<file path="src/rtl/tdm_demux2.sv">
// Two-channel bit-interleaved TDM demultiplexer with HUNT/LOCK frame alignment.
// Channel 0 is carried on even slots and channel 1 on odd slots, MSB first.
//
// state | meaning
// HUNT  | not aligned; discard slots until a valid slot arrives with sync
// LOCK  | aligned; assemble words, freewheel across frame boundaries
module tdm_demux2 #(
  parameter int WIDTH = 8
) (
  input  logic             clk,
  input  logic             rst,
  input  logic             din,
  input  logic             din_valid,
  input  logic             sync,
  output logic [WIDTH-1:0] q0,
  output logic [WIDTH-1:0] q1,
  output logic             out_valid,
  output logic             locked,
  output logic             sync_err
);

  localparam int SW = $clog2(2 * WIDTH);
  localparam logic [SW-1:0] LAST = SW'(2 * WIDTH - 1);

  typedef enum logic {HUNT, LOCK} state_t;

  state_t           state;
  logic [SW-1:0]    slot;
  logic [WIDTH-1:0] sr0;
  logic [WIDTH-1:0] sr1;

  always_ff @(posedge clk) begin
    out_valid <= 1'b0;
    sync_err  <= 1'b0;
    if (rst) begin
      state  <= HUNT;
      locked <= 1'b0;
      slot   <= '0;
      sr0    <= '0;
      sr1    <= '0;
      q0     <= '0;
      q1     <= '0;
    end else if (din_valid) begin
      case (state)
        HUNT: begin
          if (sync) begin
            state  <= LOCK;
            locked <= 1'b1;
            sr0    <= {{(WIDTH-1){1'b0}}, din};
            sr1    <= '0;
            slot   <= SW'(1);
          end
        end
        LOCK: begin
          // Misplaced sync restarts the frame on this bit; it also wins over completion.
          if (sync && slot != '0) begin
            sync_err <= 1'b1;
            sr0      <= {{(WIDTH-1){1'b0}}, din};
            sr1      <= '0;
            slot     <= SW'(1);
          end else begin
            if (slot[0])
              sr1 <= {sr1[WIDTH-2:0], din};
            else
              sr0 <= {sr0[WIDTH-2:0], din};
            if (slot == LAST) begin
              q0        <= sr0;
              q1        <= {sr1[WIDTH-2:0], din};
              out_valid <= 1'b1;
              slot      <= '0;
            end else begin
              slot <= slot + SW'(1);
            end
          end
        end
        default: begin
          state  <= HUNT;
          locked <= 1'b0;
        end
      endcase
    end
  end

endmodule
</file>
<file path="config.mk">
export PLATFORM = sky130hd
export DESIGN_NAME = tdm_demux2
export DESIGN_NICKNAME = d
export VERILOG_FILES = /design/src/rtl/tdm_demux2.sv
export SDC_FILE = /design/constraint.sdc
export NUM_CORES = 1
export LEC_CHECK = 0
export BUFFER_PORTS_ARGS = -buffer_cell sky130_fd_sc_hd__buf_2
export CAP_MARGIN = 20
export CORE_UTILIZATION = 45
export CTS_CLUSTER_SIZE = 10
export DETAILED_ROUTE_END_ITERATION = 10
export MAX_ROUTING_LAYER = met4
export PLACE_DENSITY = 0.69
export SETUP_SLACK_MARGIN = 0.02
export SKIP_CTS_REPAIR_TIMING = 1
export SYNTH_ARGS = -nofsm -noshare
export SYNTH_HDL_FRONTEND = slang
export SYNTH_SLANG_ARGS = --single-unit
</file>
<file path="constraint.sdc">
create_clock -name clk -period 1.9 [get_ports clk]
set_input_delay 0.095 -clock clk [delete_from_list [all_inputs] [get_ports clk]]
set_output_delay 0.095 -clock clk [all_outputs]
set_load 0.01 [all_outputs]
</file>
### Word-level counts from Yosys, hierarchy flattened

Index checks and enable logic that the tools add are counted.

* register bits after elaboration: 39
* input bits: 5
* output and inout bits: 19
* logic and storage cells: 42

* add/subtract/negate cells: 1
* eq/ne operators: 4
* muxes and demuxes: 16
* bitwise logic cells: 3
* reductions and logical operators: 9

Operators by type and width (number)
* $mux W8: 3
* $mux W7: 3
* $pmux W8 S2: 1
* $pmux W7 S2: 1
* $mux W4: 3
* $reduce_and A3 Y1: 3
* $pmux W4 S2: 1
* $add A4 B1 Y4 const B: 1
* $eq A4 B4 Y1 const B: 1
* $mux W1: 4
* $reduce_and A4 Y1: 1
* $reduce_bool A4 Y1: 1
* $reduce_or A4 Y1: 1
* $ne A3 B1 Y1 const B: 1
* $ne A3 B2 Y1 const B: 1
* $not A1 Y1: 3
* $reduce_or A3 Y1: 1
* $ne A2 B2 Y1 const B: 1
* $reduce_and A2 Y1: 1
* $logic_and A1 B1 Y1: 1

### Longest topological paths before layout

* depth in word-level cells: 4
* gate-level depth with buffers: 6
* gate-level depth less buffers: 5

### Worst setup path before layout

OpenSTA, ideal clock, no wires.

* kind: reg-to-reg
* start: register slot[0]
* end: register sr0[1]
* setup time: 60 ps
* arrival time: 1844 ps
* required time: 1840 ps
* slack: -4 ps
* cell stages (with the launch flop): 7
* path buffers: 1
* period minus slack after synthesis: 1904 ps
* path through: dfxtp_1 > inv_1 > ha_1 > or3b_4 > buf_6 > a2111oi_4 > a22o_1

* longest elaborated chain between the ends: 4
* elaborated cells between the ends (all ways): 6
* those cells by class: 1 x eq/ne; 2 x mux; 3 x reduce/logical

RTL lines
* start: declaration: RTL line 28 `logic [SW-1:0] slot;`
* start signal: assignment: RTL line 72 `slot <= slot + SW'(1);`
* $reduce_bool A4 Y1: RTL line 56 `if (sync && slot != '0) begin`
* $logic_and A1 B1 Y1: RTL line 56
* $ne A3 B2 Y1 (no line) / $mux W8 (equally long branches)
* $reduce_and A3 Y1 (no line) / $pmux W8 S2 (equally long branches)
* end signal: assignment: RTL line 49 `sr0 <= {{(WIDTH-1){1'b0}}, din};`
* end signal: assignment: RTL line 58 `sr0 <= {{(WIDTH-1){1'b0}}, din};`
* end signal: assignment: RTL line 65 `sr0 <= {sr0[WIDTH-2:0], din};`
* end: declaration: RTL line 29 `logic [WIDTH-1:0] sr0;`

Parallel ways exist; a longest one is shown, timed or not.
A chain may end at the register's enable or synchronous reset.

### Final worst setup path

* start: register slot[1]
* end: register sr0[2]

* longest elaborated chain between the ends: 4
* elaborated cells between the ends (all ways): 6
* those cells by class: 1 x eq/ne; 2 x mux; 3 x reduce/logical

RTL lines (RTL line)
* $reduce_bool A4 Y1 (*): 56
* $logic_and A1 B1 Y1 (*): 56
* $ne A3 B2 Y1 (no line) / $mux W8 (equally long branches)
* $reduce_and A3 Y1 (no line) / $pmux W8 S2 (equally long branches)

Mark *: on every way between the ends. The rest lies on a longest branch, timed or not.

==> summary.txt <==
Status
  • Status: completed

Synth
  • Most instantiated library cell after synthesis: dfxtp_1
  • Top post-synthesis cells by area: dfxtp_1 (47%), a21oi_1 (6.4%), nand3_1 (5.2%), o21ai_0 (5.2%), a221o_1 (4.3%)
  • Cells after Synth: 176
  • Yosys reg bits: 39
  • Synthesis Warnings: 0
  • Synth Cell Area: 1650 um^2
  • Fraction of registers with async set/reset: 0
  • Syn_nets: ~180
  • Yosys top cell area share: 0.475
  • Post-synthesis area per instance: 9.35 um^2
  • Most used DFF post-synth: dfxtp_1
  • Most frequent cells after synthesis: dfxtp_1 (39), a21oi_1 (21), nand3_1 (17), o21ai_0 (17), inv_1 (13)
  • Largest area contributor in the netlist: dfxtp_1
  • EDFF count, synth: 0
  • Register area share after synthesis: 0.475
  • Post-synthesis cell type count: 35

STA
  • Final Max Tran Viols: 0
  • Setup Skew: 0.00480 ns
  • Fin. Hold Viols: 0
  • Worst slew pin tran: 0.811 ns
  • Slew HR: 0.456
  • Crit share post-route: 0.945
  • Setup TNS: 0 ns
  • Unrepaired setup endpoints after global routing: no
  • Fmax: 557 MHz
  • Setup violators final: 0
  • Period minus WS final: 1.80 ns

Placed design
  • Port bufs: 23
  • DP Wirelength: 2520 um
  • Placed Area: 1800 um^2
  • Routability cong.: about 0.8

Power
  • VDD IR max: 0.516 mV
  • P per Cell Area: 755 nW/um^2
  • Leakage: roughly 0.7 nW

Clock tree
  • H-tree Lvls: 2
  • Clk buf depth: 2
  • Total CTS buffers: 5
  • Clock latency on the worst-skew pair: 0.34 ns
  • Worst-path clk slew: 0.12 ns
  • Clock sink total: 39
  • CTS Root Cell: clkbuf_4
  • CTS tree: yes

Drt
  • Final ANT Viol Nets: 0
  • WL/cell: 14.6 um
  • DRT iter0 DRCs: 93
  • DRT Wirelength: around 3600 um
  • Vias after detailed routing: ~1400
  • Routed vias/inst: 5.79
  • DRT Pass-1 Iters: 4
  • Drt drc: 0

Die
  • Cell Rows: 21
  • Die area: 3900 um^2
  • Vert. Die Dim: 62.5 um
  • Chip width: 62.5 um
  • Core area: about 3400 um^2
  • Initial Utilization: 0.482
  • I/O pin count: 24

Final layout
  • ANT cells: 0
  • Fin area: 1890 um^2
  • Final Net Count: 207
  • Share of layout cells above drive strength 1: 0.204
  • Layout area overhead: 14.6%

Worst hold path
  • HP Class: in -> reg

Setup path
  • Crit path kind: reg -> reg
  • Required @ worst endpoint: 2.19 ns
  • CP Launch Type: register
  • Arrival time at the worst endpoint: around 2.1 ns
  • CP endpoint kind: register
  • CP Max Fanout: 11

Job
  • Max cap viols: 0

Global routing
  • Largest net degree at the start of global routing: 21
  • Vias in the first global route: about 1400
  • Global-route wire length before repair: 6180 um
  • GR Overflow Total: 0
  • Total GRT Usage: 0.201
  • Initial antenna violation count: 0
## path summary, 6_finish.rpt
kind / startpoint / to / slack (ns) / cells after the start
worst min-delay path: din / sr0[0] / 0.02 / 3
worst max register to register: slot[1] / sr0[2] / 0.10 / 6
worst min register to register: q0[6] / q0[6] / 0.48 / 2
worst max-delay path: slot[1] / sr0[2] / 0.10 / 6
## area by class of cell
class | instances | area [um^2]
Tap cell | 46 | 57.6
Clock buffer | 7 | 65.1
Multi-Input combinational cell | 111 | 758
Fill cell | 328 | 1530
Clock inverter | 1 | 7.51
Sequential cell | 39 | 781
Timing Repair Buffer | 30 | 168
Inverter | 13 | 48.8
## critical path, cell delays in order, from the launching register on
cell	delay [ns]
dfxtp_1	0.37
inv_1	0.07
ha_1	0.14
or3b_4	0.46
a2111oi_4	0.37
buf_4	0.21
a22o_1	0.13
## registers in the layout, summed over array words and instances, names as in the netlist
name and flops:
sr0 8, q1 8, q0 8, out_valid 1
slot 4, sync_err 1, state 1, sr1 7
locked 1
## layout by cell type (no fill, tap or decap), types with 4 or more instances in the layout
cell        n
a221o_1     7
a2111oi_0   7
buf_2      23
o21ai_0    17
nor2_1      4
buf_4       7
dfxtp_1    39
nand2_1     5
a21oi_1    21
nand3_1    17
a22o_1      7
clkbuf_4    5
inv_1      13
## power by group
| group | leakage [nW] | internal (mW) | switching [mW] |
|---|---|---|---|
| Sequential | 0.315 | 0.824 | 0.00756 |
| Combinational | 0.350 | 0.0316 | 0.0670 |
| Clock | 0.0375 | 0.216 | 0.276 |
| Total | 0.702 | 1.07 | 0.350 |
## cells by family after synthesis
logic type,share of synthesized area
AO/OA/AOI/OAI,0.311
buffers and inverters,0.0646
AND/OR/NAND/NOR,0.129
flip-flops,0.475
adder cells (fa/ha/maj),0.0152
multiplexers,0.00608
## through the flow
stage                      util  power [mW]  setup slack, ns  hold slack, ns  instances
after floorplan               -       0.919           0.0480           0.234        176
after global placement    0.526       0.944            0.124           0.370        237
after detailed placement  0.526       0.948           0.0525           0.388        237
after CTS                 0.548        1.43           0.0303          0.0145        245
after global routing      0.552        1.48           0.0228          0.0185        247
final                     0.552        1.42            0.104          0.0205        247
## per-layer routing
metal	routed length (um)	part of all wire	track usage	vias to the layer above
met5	0	0	-	-
met3	108	0.030	0.0456	4
met4	22	0.0061	0.0436	0
met2	1830	0.51	0.349	22
met1	1640	0.46	0.236	694
li1	-	-	-	709
No activity file was read; power rests on OpenSTA's default activity.
